==> config.mk <==
export PLATFORM = sky130hd
export DESIGN_NAME = store_narrow_unit
export DESIGN_NICKNAME = d
export VERILOG_FILES = /design/src/rtl/mips_mem_pkg.sv /design/src/rtl/store_lane_merge.sv /design/src/rtl/store_narrow_unit.sv
export SDC_FILE = /design/constraint.sdc
export NUM_CORES = 1
export LEC_CHECK = 0
export ABC_AREA = 0
export CAP_MARGIN = 5
export CORE_AREA = 2 2 107 109
export CTS_BUF_LIST = sky130_fd_sc_hd__clkbuf_4 sky130_fd_sc_hd__clkbuf_8
export DETAILED_ROUTE_END_ITERATION = 8
export DIE_AREA = 0 0 109 111
export PLACE_DENSITY_LB_ADDON = 0.25
export SKIP_LAST_GASP = 1
export SLEW_MARGIN = 20
export SYNTH_ARGS = -nofsm -noshare
export SYNTH_HDL_FRONTEND = slang
export SYNTH_HIERARCHICAL = 1
export SYNTH_SLANG_ARGS = --single-unit
==> constraint.sdc <==
create_clock -name clk -period 2.82 [get_ports clk]
set_input_delay 0.564 -clock clk [delete_from_list [all_inputs] [get_ports clk]]
set_output_delay 0.564 -clock clk [all_outputs]
set_load 0.005 [all_outputs]
==> src/rtl/mips_mem_pkg.sv <==
// Shared definitions for the MIPS data-memory store path.
package mips_mem_pkg;

  localparam logic [1:0] SZ_BYTE = 2'b00;
  localparam logic [1:0] SZ_HALF = 2'b01;
  localparam logic [1:0] SZ_WORD = 2'b10;

  localparam int unsigned WORD_BYTES = 4;

  typedef enum logic [1:0] {
    ST_IDLE,
    ST_RD,
    ST_WR,
    ST_RESP
  } state_t;

  // True when the request cannot be performed: illegal size or address
  // not aligned to the access width.
  function automatic logic store_bad(input logic [1:0] size, input logic [1:0] lane);
    logic bad;
    bad = 1'b0;
    case (size)
      SZ_BYTE: bad = 1'b0;
      SZ_HALF: bad = lane[0];
      SZ_WORD: bad = (lane != 2'b00);
      default: bad = 1'b1;
    endcase
    return bad;
  endfunction

endpackage

==> src/rtl/store_lane_merge.sv <==
// Combinational lane merge: drops the narrowed store data into the addressed
// little-endian lanes of the old memory word and flags lossy truncation.
module store_lane_merge
  import mips_mem_pkg::*;
(
  input  logic [31:0] old_word,
  input  logic [31:0] new_data,
  input  logic [1:0]  size,
  input  logic [1:0]  addr,
  output logic [31:0] merged_word,
  output logic        lossy
);

  logic [WORD_BYTES-1:0] lane_en;
  logic [31:0]           lane_data;

  // Pick the written lanes and the replicated store data, then mux per lane.
  always_comb begin
    lane_en   = '0;
    lane_data = new_data;
    lossy     = 1'b0;
    case (size)
      SZ_BYTE: begin
        lane_en   = 4'b0001 << addr;
        lane_data = {4{new_data[7:0]}};
        lossy     = (new_data[31:8] != {24{new_data[7]}});
      end
      SZ_HALF: begin
        lane_en   = addr[1] ? 4'b1100 : 4'b0011;
        lane_data = {2{new_data[15:0]}};
        lossy     = (new_data[31:16] != {16{new_data[15]}});
      end
      SZ_WORD: begin
        lane_en   = '1;
        lane_data = new_data;
      end
      default: begin
        lane_en   = '0;
      end
    endcase
    merged_word = old_word;
    for (int unsigned k = 0; k < WORD_BYTES; k++) begin
      if (lane_en[k]) begin
        merged_word[8*k +: 8] = lane_data[8*k +: 8];
      end
    end
  end

endmodule

==> src/rtl/store_narrow_unit.sv <==
// Store-path narrowing unit: truncates a register value to byte/half/word and
// writes it to word-wide memory, using read-modify-write for sub-word stores.
module store_narrow_unit
  import mips_mem_pkg::*;
#(
  parameter int unsigned ADDR_W = 32
) (
  input  logic              clk,
  input  logic              rst,
  input  logic              req_valid,
  output logic              req_ready,
  input  logic [ADDR_W-1:0] req_addr,
  input  logic [31:0]       req_data,
  input  logic [1:0]        req_size,
  output logic              done,
  output logic              err,
  output logic              lossy,
  output logic [ADDR_W-1:0] mem_addr,
  output logic              mem_rd,
  input  logic [31:0]       mem_rdata,
  input  logic              mem_rvalid,
  output logic              mem_wr,
  output logic [31:0]       mem_wdata,
  input  logic              mem_wack
);

  state_t              state_q, state_d;
  logic [1:0]          lane_q, lane_d;
  logic [31:0]         data_q, data_d;
  logic [1:0]          size_q, size_d;
  logic [ADDR_W-1:0]   mem_addr_d;
  logic                mem_rd_d, mem_wr_d;
  logic [31:0]         mem_wdata_d;
  logic                done_d, err_d, lossy_d;

  logic [31:0]         merged_word;
  logic                merge_lossy;

  store_lane_merge u_merge (
    .old_word    (mem_rdata),
    .new_data    (data_q),
    .size        (size_q),
    .addr        (lane_q),
    .merged_word (merged_word),
    .lossy       (merge_lossy)
  );

  assign req_ready = (state_q == ST_IDLE);

  // Next-state and next-output decode; all outputs are registered, so each
  // transition computes the values that appear in the following state.
  always_comb begin
    state_d     = state_q;
    lane_d      = lane_q;
    data_d      = data_q;
    size_d      = size_q;
    mem_addr_d  = mem_addr;
    mem_wdata_d = mem_wdata;
    mem_rd_d    = 1'b0;
    mem_wr_d    = 1'b0;
    done_d      = 1'b0;
    err_d       = 1'b0;
    lossy_d     = 1'b0;
    case (state_q)
      ST_IDLE: begin
        if (req_valid) begin
          lane_d = req_addr[1:0];
          data_d = req_data;
          size_d = req_size;
          if (store_bad(req_size, req_addr[1:0])) begin
            state_d = ST_RESP;
            done_d  = 1'b1;
            err_d   = 1'b1;
          end else if (req_size == SZ_WORD) begin
            state_d     = ST_WR;
            mem_wr_d    = 1'b1;
            mem_addr_d  = {req_addr[ADDR_W-1:2], 2'b00};
            mem_wdata_d = req_data;
          end else begin
            state_d    = ST_RD;
            mem_rd_d   = 1'b1;
            mem_addr_d = {req_addr[ADDR_W-1:2], 2'b00};
          end
        end
      end
      ST_RD: begin
        if (mem_rvalid) begin
          state_d     = ST_WR;
          mem_wr_d    = 1'b1;
          mem_wdata_d = merged_word;
        end else begin
          mem_rd_d = 1'b1;
        end
      end
      ST_WR: begin
        if (mem_wack) begin
          state_d = ST_RESP;
          done_d  = 1'b1;
          lossy_d = merge_lossy;
        end else begin
          mem_wr_d = 1'b1;
        end
      end
      default: begin
        state_d = ST_IDLE;
      end
    endcase
  end

  // State and registered outputs.
  always_ff @(posedge clk) begin
    if (rst) begin
      state_q   <= ST_IDLE;
      lane_q    <= '0;
      data_q    <= '0;
      size_q    <= '0;
      mem_addr  <= '0;
      mem_rd    <= 1'b0;
      mem_wr    <= 1'b0;
      mem_wdata <= '0;
      done      <= 1'b0;
      err       <= 1'b0;
      lossy     <= 1'b0;
    end else begin
      state_q   <= state_d;
      lane_q    <= lane_d;
      data_q    <= data_d;
      size_q    <= size_d;
      mem_addr  <= mem_addr_d;
      mem_rd    <= mem_rd_d;
      mem_wr    <= mem_wr_d;
      mem_wdata <= mem_wdata_d;
      done      <= done_d;
      err       <= err_d;
      lossy     <= lossy_d;
    end
  end

endmodule

==> results.yml <==
drt:
  detail_route.wl_per_cell_um: 15.5
  drt_iter0_drc: 176
  drtPass1Iterations: 4
  route.vias.total: 4811
  drcViolationCount: 0
  wirelength_um: 14100
  via_per_inst: 5.30
  postRouteAntennaNets: 0
synth:
  yosys.area_share.xor_xnor: 0
  synthCells: 610
  synthMuxAreaShare: 0.153
  synthDistinctLibCells: 42
  ys_seq_elements: 105
  syn-cell-area_um2: 5190
  synth_seq_area_share: 0.405
  synth_flop_cell: "dfxtp_1"
  yosysWarningCount: 6
  synth_compound_area_frac: 0.192
  synthSimpleGateAreaFrac: 0.187
  synth_fa_ha_area_frac: 0.00965
  synth_edf_count: 0
  async_reset_ff_frac: 0
  avgSynthCellArea_um2: 8.51
  synth_top_family_by_area: "compound AO/OA/AOI/OAI gates"
setup_path:
  cp.arrival_ns: 2.68
  endpoint_kind: "register"
  worst-path-max-fanout: 64
  crit_required_ns: 3.11
  startpoint_type: "input pin"
  path_class: "in2reg"
run:
  drv_cap: 0
clock_tree:
  cts_tree: "yes"
  clk_pin_slew_worst_paths_ns: 0.10
  clock_path_buffers: 2
  cts_sinks: 105
  post_cts_buffers: 0
  clk-insertion-delay-late_ns: 0.37
  cts_resized: 0
  ctsHoldBuffers: 0
  numCtsBuffers: 9
  cts_htree_levels: 3
  cts_root_buf: "clkbuf_8"
die:
  start_util: 0.468
  die_x_um: 109
  die_y_um: 111
  ios: 173
  core_um2: 11100
  dieArea_um2: 12100
  rows: 39
run_status:
  outcome: "finished, final reports clean"
sta:
  setup_violations: 0
  period_needed_ns: 2.39
  finClkSkew_ns: 0.0102
  hold_violations: 0
  worstMarginPinSlew_ns: 0.605
  fin_crit_sh: 0.848
  rsz0062_at_grt: "false"
  fmax_mhz: 418
  finalMaxSlewViolations: 0
  relSlewSlack: 0.597
  finalHoldWorstSlack_ns: 0.461
  setup_tns_ns: 0
cells_and_area:
  diodes: 0
  area_growth_pct: 38.3
  nets: 867
  layout_commonest_cell: "clkdlybuf4s50_1"
  most-common-layout-cells: "169 x clkdlybuf4s50_1, 146 x nand2_1, 105 x dfxtp_1"
  layout.cells.non_filler: 908
  final_area_um2: 7170
  final_layout_size_suffix_gt1_frac: 0.112
hold_path:
  min_path_type: "reg2reg"
placement:
  hpwl_um: 10400
  dp_cells: 892
  dpl_cell_area_um2: 6950
  portBuffers: 170
  place_congestion: 0.864
global_routing:
  grt.overflow.total: 0
  first_global_vias: 4932
  antenna_found_initial: 0
  grt_max_degree: 65
  grt_use_total: 0.240
  grt_pass1_wl_um: 23300
pwr:
  p_leak_nw: 2.57
  power_density_nw_per_um2: 834
  max-vdd-ir-drop_mv: 0.489
[flip-flops by register name (all words and copies together), names as in the netlist]
name / flops
data_q: 32
done: 1
err: 1
lane_q: 2
lossy: 1
mem_addr: 30
mem_rd: 1
mem_wdata: 32
mem_wr: 1
size_q: 2
state_q: 2
[power by group]
group,switching (mW),total (mW),internal (mW)
Clock,0.513,1.05,0.534
Combinational,1.42,2.82,1.41
Sequential,0.271,2.11,1.84
Total,2.20,5.99,3.78
[worst max-delay path: stages]
cell             delay, ns
clkdlybuf4s50_1       0.45
or4b_4                0.58
a2111oi_4             0.41
buf_12                0.35
nor2_1                0.09
a211oi_2              0.20
[area by class of cell]
type	count	area (um2)
Fill cell	957	3900
Multi-Input combinational cell	455	2820
Sequential cell	105	2100
Timing Repair Buffer	185	1840
Tap cell	143	179
Clock buffer	12	146
Clock inverter	4	76.3
Inverter	4	15.0
[per-layer routing]
layer | up-vias | wire length (um) | global-route usage
met5 | - | 0 | 0
met4 | 0 | 211 | 0.0752
met3 | 17 | 1050 | 0.0594
met2 | 138 | 6770 | 0.395
met1 | 2261 | 6090 | 0.305
li1 | 2395 | - | -
[path summary, 6_finish.rpt]
check / to / slack [ns] / cells past startpoint / start
hold reg to reg: mem_addr[7]$_SDFFE_PP0P_ / 0.46 / 2 / mem_addr[7]$_SDFFE_PP0P_
setup / recovery: mem_wdata[11]$_SDFFE_PP0P_ / 0.43 / 6 / req_addr[1]
hold / removal: mem_addr[7]$_SDFFE_PP0P_ / 0.46 / 2 / mem_addr[7]$_SDFFE_PP0P_
setup reg to reg: mem_wdata[11]$_SDFFE_PP0P_ / 0.67 / 7 / state_q[0]$_SDFFE_PP0P_
[Yosys cell counts (2+ instances only)]
cell      number  area [um2]
a211oi_1       7        52.6
a211oi_2      28         350
a21oi_1       86         430
buf_2          3        15.0
buf_4          5        37.5
buf_6          8        90.1
clkbuf_1      30         113
dfxtp_1      105        2100
ha_1           4        50.1
inv_1          3        11.3
mux2_1        10         113
mux2_2        14         158
mux2i_1       50         500
nand2_1      146         548
nand3_1        5        25.0
nand4_1        6        37.5
nor2_1        56         210
nor2b_1        3        18.8
nor3_1         4        20.0
nor4_1         5        31.3
o21a_1         2        15.0
o21ai_0       10        50.1
[logic make-up (layout without fill, tap and decap cells)]
kind of cell / count (synthesis) / in the layout
compound gates: 141 / 141
fa+ha+maj: 4 / 4
buf+inv: 51 / 205
flops: 105 / 105
mux: 75 / 75
other cells: 1 / 2
simple gates: 233 / 233
[per-stage QoR]
| step | setup slack (ns) | util | power (mW) |
|---|---|---|---|
| global placement | 0.129 | 0.628 | 4.88 |
| global route | 0.313 | 0.648 | 6.39 |
| finish | 0.428 | 0.648 | 5.99 |
| CTS | 0.430 | 0.648 | 6.02 |
| floorplan | 0.580 | - | 3.96 |
| detailed placement | 0.0444 | 0.628 | 4.98 |
(Power assumes the default switching activity.)
